==> src/rtl/matrix_stream_ctrl.sv <==
// rtl/matrix_stream_ctrl.sv - valid/ready element stream to 2x2 multiplier operands and result stream out
// Loads A then B row-major, captures C one cycle later, streams C row-major with last.
module matrix_stream_ctrl #(
  parameter int DATA_WIDTH = 32,
  parameter int MAX_ROWS   = 2,
  parameter int MAX_COLS   = 2
) (
  input  logic                                             clk,
  input  logic                                             rst_n,
  input  logic                                             s_valid,
  output logic                                             s_ready,
  input  logic [DATA_WIDTH-1:0]                            s_data,
  output logic                                             m_valid,
  input  logic                                             m_ready,
  output logic [DATA_WIDTH-1:0]                            m_data,
  output logic                                             m_last,
  output logic [MAX_ROWS-1:0][MAX_COLS-1:0][DATA_WIDTH-1:0] mat_a_o,
  output logic [MAX_ROWS-1:0][MAX_COLS-1:0][DATA_WIDTH-1:0] mat_b_o,
  input  logic [MAX_ROWS-1:0][MAX_COLS-1:0][DATA_WIDTH-1:0] mat_c_i,
  output logic                                             busy
);

  localparam int NUM_ELEM = MAX_ROWS * MAX_COLS;
  localparam int IDX_W    = (NUM_ELEM > 1) ? $clog2(NUM_ELEM) : 1;
  localparam int ROW_W    = (MAX_ROWS > 1) ? $clog2(MAX_ROWS) : 1;
  localparam int COL_W    = (MAX_COLS > 1) ? $clog2(MAX_COLS) : 1;
  localparam logic [IDX_W-1:0] LAST_IDX = IDX_W'(NUM_ELEM - 1);

  typedef enum logic [1:0] {LOAD_A, LOAD_B, CAPTURE, SEND} state_t;

  state_t                                             state_q;
  logic [IDX_W-1:0]                                   idx_q;
  logic [MAX_ROWS-1:0][MAX_COLS-1:0][DATA_WIDTH-1:0]  a_q, b_q, c_q;
  logic                                               s_ready_q, m_valid_q, m_last_q, busy_q;
  logic [DATA_WIDTH-1:0]                              m_data_q;

  logic [IDX_W-1:0] idx_inc;
  logic [ROW_W-1:0] cur_row, nxt_row;
  logic [COL_W-1:0] cur_col, nxt_col;

  // Row-major mapping of the current and following linear index.
  always_comb begin
    idx_inc = idx_q + IDX_W'(1);
    cur_row = ROW_W'(32'(idx_q) / MAX_COLS);
    cur_col = COL_W'(32'(idx_q) % MAX_COLS);
    nxt_row = ROW_W'(32'(idx_inc) / MAX_COLS);
    nxt_col = COL_W'(32'(idx_inc) % MAX_COLS);
  end

  always_ff @(posedge clk or negedge rst_n) begin
    if (!rst_n) begin
      state_q   <= LOAD_A;
      idx_q     <= '0;
      a_q       <= '0;
      b_q       <= '0;
      c_q       <= '0;
      s_ready_q <= 1'b0;
      m_valid_q <= 1'b0;
      m_last_q  <= 1'b0;
      m_data_q  <= '0;
      busy_q    <= 1'b0;
    end else begin
      case (state_q)
        LOAD_A: begin
          s_ready_q <= 1'b1;
          if (s_valid && s_ready_q) begin
            a_q[cur_row][cur_col] <= s_data;
            busy_q                <= 1'b1;
            if (idx_q == LAST_IDX) begin
              idx_q   <= '0;
              state_q <= LOAD_B;
            end else begin
              idx_q <= idx_inc;
            end
          end
        end
        LOAD_B: begin
          s_ready_q <= 1'b1;
          if (s_valid && s_ready_q) begin
            b_q[cur_row][cur_col] <= s_data;
            if (idx_q == LAST_IDX) begin
              idx_q     <= '0;
              s_ready_q <= 1'b0;
              state_q   <= CAPTURE;
            end else begin
              idx_q <= idx_inc;
            end
          end
        end
        CAPTURE: begin
          c_q     <= mat_c_i;
          idx_q   <= '0;
          state_q <= SEND;
        end
        SEND: begin
          // First SEND cycle only loads the output registers; afterwards each handshake advances.
          if (!m_valid_q) begin
            m_valid_q <= 1'b1;
            m_data_q  <= c_q[cur_row][cur_col];
            m_last_q  <= (idx_q == LAST_IDX);
          end else if (m_ready) begin
            if (m_last_q) begin
              m_valid_q <= 1'b0;
              m_last_q  <= 1'b0;
              busy_q    <= 1'b0;
              idx_q     <= '0;
              s_ready_q <= 1'b1;
              state_q   <= LOAD_A;
            end else begin
              idx_q    <= idx_inc;
              m_data_q <= c_q[nxt_row][nxt_col];
              m_last_q <= (idx_inc == LAST_IDX);
            end
          end
        end
      endcase
    end
  end

  assign s_ready = s_ready_q;
  assign m_valid = m_valid_q;
  assign m_data  = m_data_q;
  assign m_last  = m_last_q;
  assign busy    = busy_q;
  assign mat_a_o = a_q;
  assign mat_b_o = b_q;

endmodule
==> config.mk <==
export PLATFORM = sky130hd
export DESIGN_NAME = matrix_stream_ctrl
export DESIGN_NICKNAME = d
export VERILOG_FILES = /design/src/rtl/matrix_stream_ctrl.sv
export SDC_FILE = /design/constraint.sdc
export NUM_CORES = 1
export LEC_CHECK = 0
export ABC_CLOCK_PERIOD_IN_PS = 2700
export CORE_MARGIN = 1
export CORE_UTILIZATION = 28
export CTS_BUF_LIST = sky130_fd_sc_hd__clkbuf_16
export DETAILED_ROUTE_END_ITERATION = 6
export GPL_ROUTABILITY_DRIVEN = 0
export PLACE_DENSITY_LB_ADDON = 0.08
export SLEW_MARGIN = 30
export SYNTH_ARGS = -nofsm -noshare
export SYNTH_HDL_FRONTEND = slang
export SYNTH_SLANG_ARGS = --single-unit
==> constraint.sdc <==
create_clock -name clk -period 2.7 [get_ports clk]
set_clock_uncertainty 0.05 [all_clocks]
set_input_delay 0.675 -clock clk [delete_from_list [all_inputs] [get_ports clk]]
set_output_delay 0.675 -clock clk [all_outputs]
set_load 0.1 [all_outputs]
Word-level counts from Yosys, hierarchy flattened:

Cells that the tools add are included.

* output and inout bits: 292
* input port bits: 164
* register bits after elaboration: 424

* add/sub/neg operators: 1
* multiplexer cells: 48
* reductions and logical operators: 15
* equal/unequal tests: 15
* order comparisons: 6

Operators with widths (number)
* $mux 64: 5
* $bwmux 128: 2
* $mux 32: 8
* $demux 64 s1: 1
* $demux 32 s1: 1
* $mux 2: 12
* $ne 2x2->1 const B: 9
* $mux 1: 15
* $eq 2x2->1 const B: 4
* $lt 1x2->1 const B: 4
* $pmux 2 s4: 1
* $reduce_and 7->1: 1
* $pmux 2 s3: 1
* $reduce_and 2->1: 3
* $reduce_and 3->1: 2
* $reduce_and 5->1: 1
* $reduce_and 4->1: 1
* $logic_and 1x1->1: 3
* $pmux 1 s3: 1
* $reduce_bool 3->1: 1
* $add 2x1->2 const B: 1
* $eq 2x1->1 const B: 1
* $ge 1x1->1 const B: 2
* $logic_not 2->1: 1
* other kinds (4): 4

Longest topological paths before layout:

* depth in word-level cells: 8
* gate-level depth with buffers: 10
* depth with buffers taken out: 6

Worst setup path after synthesis:

OpenSTA, ideal clock, no wires.

* path kind: reg2reg
* start point: register idx_q[1]
* end point: register m_data_q[11], in the netlist m_data[11]
* data arrival time: 2042 ps
* stages on the path, launching flop included: 11
* period minus slack after synthesis: 2212 ps
* library setup time: 120 ps
* setup slack: 488 ps
* path through: dfrtp_1 > buf_4 > buf_2 > inv_1 > ha_1 > buf_4 > buf_2 > mux2i_1 > a22oi_1 > nand3_1 > nand2_1

* longest elaborated chain between the ends: 8
* elaborated cells on any way between the ends: 12

Ends and longest elaborated chain
* start, declared: line 32 `logic [IDX_W-1:0] idx_q;`
* start signal, assigned: line 73 `idx_q <= idx_inc;`
* start signal, assigned: line 86 `idx_q <= idx_inc;`
* start signal, assigned: line 110 `idx_q <= idx_inc;`
* $add 2x1->2: line 43 `idx_inc = idx_q + IDX_W'(1);`
* $mux 64 (implied by the code) (2 in a row): line 111 `m_data_q <= c_q[nxt_row][nxt_col];`
* $mux 32 (implied by the code) (2 in a row): line 111
* $mux 32: line 102 `if (m_last_q) begin`
* $mux 32: line 101 `end else if (m_ready) begin`
* $mux 32 (*): line 97 `if (!m_valid_q) begin`
* end signal, assigned: line 99 `m_data_q <= c_q[cur_row][cur_col];`
* end signal, assigned: line 111
* end, declared: line 35 `logic [DATA_WIDTH-1:0] m_data_q;`

Every way passes the cells marked *; elsewhere a longest branch is shown, timed or not. The select of a mux whose other input is x is not followed.
A chain may end at the register's enable or synchronous reset.

Final worst setup path:

* start point: register m_valid_q, in the netlist m_valid
* end point: output port m_valid

RTL lines
* start, declared: line 34 `logic s_ready_q, m_valid_q, m_last_q, busy_q;`
* start signal, assigned: line 58 `m_valid_q <= 1'b0;`
* start signal, assigned: line 98 `m_valid_q <= 1'b1;`
* start signal, assigned: line 103 `m_valid_q <= 1'b0;`
* end, declared: line 13 `output logic m_valid,`

No word-level cell between the ends.

==> summary.md <==
| Metric | Value |
|---|---|
| Final setup margin | `about 0.39 ns` |
| Max FO, Critical Path | `11` |
| Worst Hold End | `m_data[21]$_DFFE_PN0P_` |
| Number of synthesized register bits | `about 420` |
| Status | `complete, no violations` |
| Final wirelength | `slightly below 60 mm` |
| CTS tree | `done` |
| Worst Path Buf+Inv | `1` |
| Synth warn | `0` |
| Max stage delay on crit path | `approximately 0.73 ns` |
| Most used DFF post-synth | `dfrtp_1` |
| Residual DRC count | `0` |
| CTS resizes | `0` |
| GRT Util Overall | `0.180` |
| Wirelength per Cell | `between 20 and 25 um` |
| Top Layer Used | `met5` |
| Setup Crit Path Kind | `reg2out` |
| Hold-critical path depth | `2` |
| Chip height | `256 um` |
| Filler Cell Count | `approximately 6,100` |
| Vias/cell | `4.65` |
| Highest-delay cell along the critical path | `dfrtp_1` |
| Cell Area, Synth | `roughly 18,000 um2` |
| Fin crit period | `around 2.3 ns` |
| Worst EP required | `just under 2 ns` |
| DRT Pass-1 Iters | `4` |
| Setup TNS | `0 ns` |
| Largest net degree at the start of global routing | `between 60 and 70` |
| RSZ-0062 raised after global routing | `no` |
| RR Startpoint | `idx_q[0]$_DFFE_PN0P_` |
| Cell variety after synth | `33` |
| Slew headroom | `0.434` |
| Register Area | `around 11,000 um2` |
| Least-Margin Pin Slew | `0.849 ns` |
| Crit path launch type | `flop` |
| Antenna violations before repair | `11` |
| Vias in the first global route | `about 13,000` |
| Worst-case reg-to-reg path depth | `7` |
| DP HPWL | `40.7 mm` |
| Clk sinks | `approximately 420` |
| Grt ovf | `0` |
| Max-Cap Viols | `0` |
| Routed Antenna Nets | `0` |
| FFs w/ async S/R, synth | `1.00` |
| WL met3 | `~3.9 mm` |
| Worst-Skew Late Latency | `0.59 ns` |
| Met1 WL | `~25 mm` |
| Row Count | `92` |
| Average size of a mapped cell | `between 10 and 15 um2` |
| Crit-path cells | `buf_12` |
| Die W | `256 um` |
| Postcts setup bufs | `0` |
| Top-level port count | `roughly 460` |
| Maximum clock insertion buffer count | `3` |
| Largest cells by area after synthesis | `dfrtp_1 (59%), mux2_2 (18%), mux2i_1 (7.2%), mux2_1 (6.6%), a22oi_1 (2.7%)` |
| Total die area | `around 65,000 um2` |
| Clk slew on worst S/H paths | `roughly 0.060 ns` |
| Peak Freq | `0.432 GHz` |
| R2R setup slack | `between 0.4 and 0.5 ns` |
| Area grow syn2layout | `37.9%` |
| Nets | `1,893` |
| Period utilisation layout | `0.857` |
| Crit. End Element | `output pin` |
| Fin. max-slew vios | `0` |
| Final Setup Violations | `0` |
| Synth top area share | `0.589` |
| CTS H-Tree Depth | `2` |
| WP data arrival | `about 1.6 ns` |
| Worst reg2reg path endpoint | `m_data[0]$_DFFE_PN0P_` |
| Initial Util | `0.284` |
| CTS buffer count | `between 50 and 60` |
| Vias | `between 10,000 and 15,000` |
| Fin area | `around 25,000 um2` |
| Multi-input logic area | `between 6000 and 7000 um2` |
| Root buffer cell | `clkbuf_16` |
| Syn nets | `approximately 1,400` |
| Buffers on Ports | `between 400 and 500` |
| Hold-fix buffers at CTS | `1` |
| Post-synthesis sequential area ratio | `0.589` |
| Final Hold Fails | `0` |
| DR iter-0 viols | `426` |
| Synth area leader | `dfrtp_1` |
| Global-route wire length before repair | `88.6 mm` |
| Layout cells sized above 1 | `0.404` |
| Min-Delay Path Class | `reg2reg` |
| Synthesized instance count | `1,234` |
| Hold_sp | `m_data[21]$_DFFE_PN0P_` |
| Met2 routed WL | `roughly 29 mm` |
| CP delay by family, top | `flip-flops` |
| Post-Place Worst Slack | `approximately 0.34 ns` |
| Hold Slack | `roughly 0.43 ns` |
| Stages on worst setup path | `1` |
| EDFF count, synth | `0` |
| Core ar. | `roughly 63,000 um2` |
| Placed cell areas | `23,200 um2` |
-- stage by stage --
stage | utilization | std cells
finish | 0.392 | 2608
global route | 0.392 | 2608
CTS | 0.392 | 2605
detailed placement | 0.366 | 2510
global placement | 0.366 | 2510
floorplan | - | 1234
-- flip-flops by register name (all words and copies together), names as in the netlist --
signal,flops
c_q,128
mat_a_o,128
mat_b_o,128
m_data,32
idx_q,2
state_q,2
busy,1
m_last,1
m_valid,1
s_ready,1
-- worst max path at each step --
stage | start | endpoint
global route | idx_q[0]$_DFFE_PN0P_ | m_data[0]$_DFFE_PN0P_
floorplan | idx_q[1]$_DFFE_PN0P_ | m_data[11]$_DFFE_PN0P_
finish | m_valid$_DFFE_PN0N_ | m_valid
CTS | m_valid$_DFFE_PN0N_ | m_valid
global placement | s_valid | mat_a_o[90]$_DFFE_PN0P_
detailed placement | s_valid | idx_q[0]$_DFFE_PN0P_
-- cells in the final DEF, fill, tap and decap left out, types with 6 or more instances in the layout --
master and count:
a22oi_1 64, buf_12 23, buf_4 318, clkbuf_16 52, clkdlybuf4s50_1 162, clkinv_1 12
clkinv_2 7, dfrtp_1 423, ha_1 9, inv_1 20, mux2_1 105, mux2_2 282
mux2i_1 130, nand2_1 68, nand2_2 6, nand3_1 32
-- cells by family (layout without fill, tap and decap cells) --
group / after synthesis / count (layout) / share of synthesized area
simple gates: 122 / 122 / 0.0303
compound gates: 79 / 79 / 0.0331
flops: 424 / 424 / 0.589
mux: 517 / 517 / 0.314
fa+ha+maj: 11 / 11 / 0.00764
buf+inv: 81 / 606 / 0.0256
other cells: 0 / 3 / 0
-- worst reg2reg max path, stage by stage, from the launching register on --
cell	delay [ns]
dfrtp_1	0.63
inv_1	0.17
ha_4	0.32
buf_12	0.32
mux2i_1	0.30
a22oi_1	0.10
nand3_1	0.14
nand2_1	0.06
-- per-layer routing --
layer / vias to the layer above / GRT usage
met1: 6256 / 0.225
met2: 313 / 0.300
met4: 16 / 0.0469
met5: - / 0
met3: 82 / 0.0556
li1: 5453 / -
-- Yosys cell counts (4+ instances only) --
library cell / count
dfrtp_1: 424
mux2_2: 282
mux2i_1: 130
mux2_1: 105
nand2_1: 68
a22oi_1: 64
buf_2: 47
nand3_1: 32
ha_1: 11
clkbuf_1: 10
buf_6: 9
buf_4: 7
inv_1: 7
nand2_2: 6
nor2_1: 4
nor2b_1: 4
-- cell type report --
class	count	area share
inverters	7	0.00106
repair buffers	505	0.181
diodes	3	0.000302
multi-input cells	729	0.282
clock buffers	52	0.0524
clock inverters	42	0.0133
flip-flops and latches	424	0.427
well taps	846	0.0426
Power is left out: the tool's default activity adds up to more than one toggle a clock period on the data nets, which glitch-free logic cannot reach.
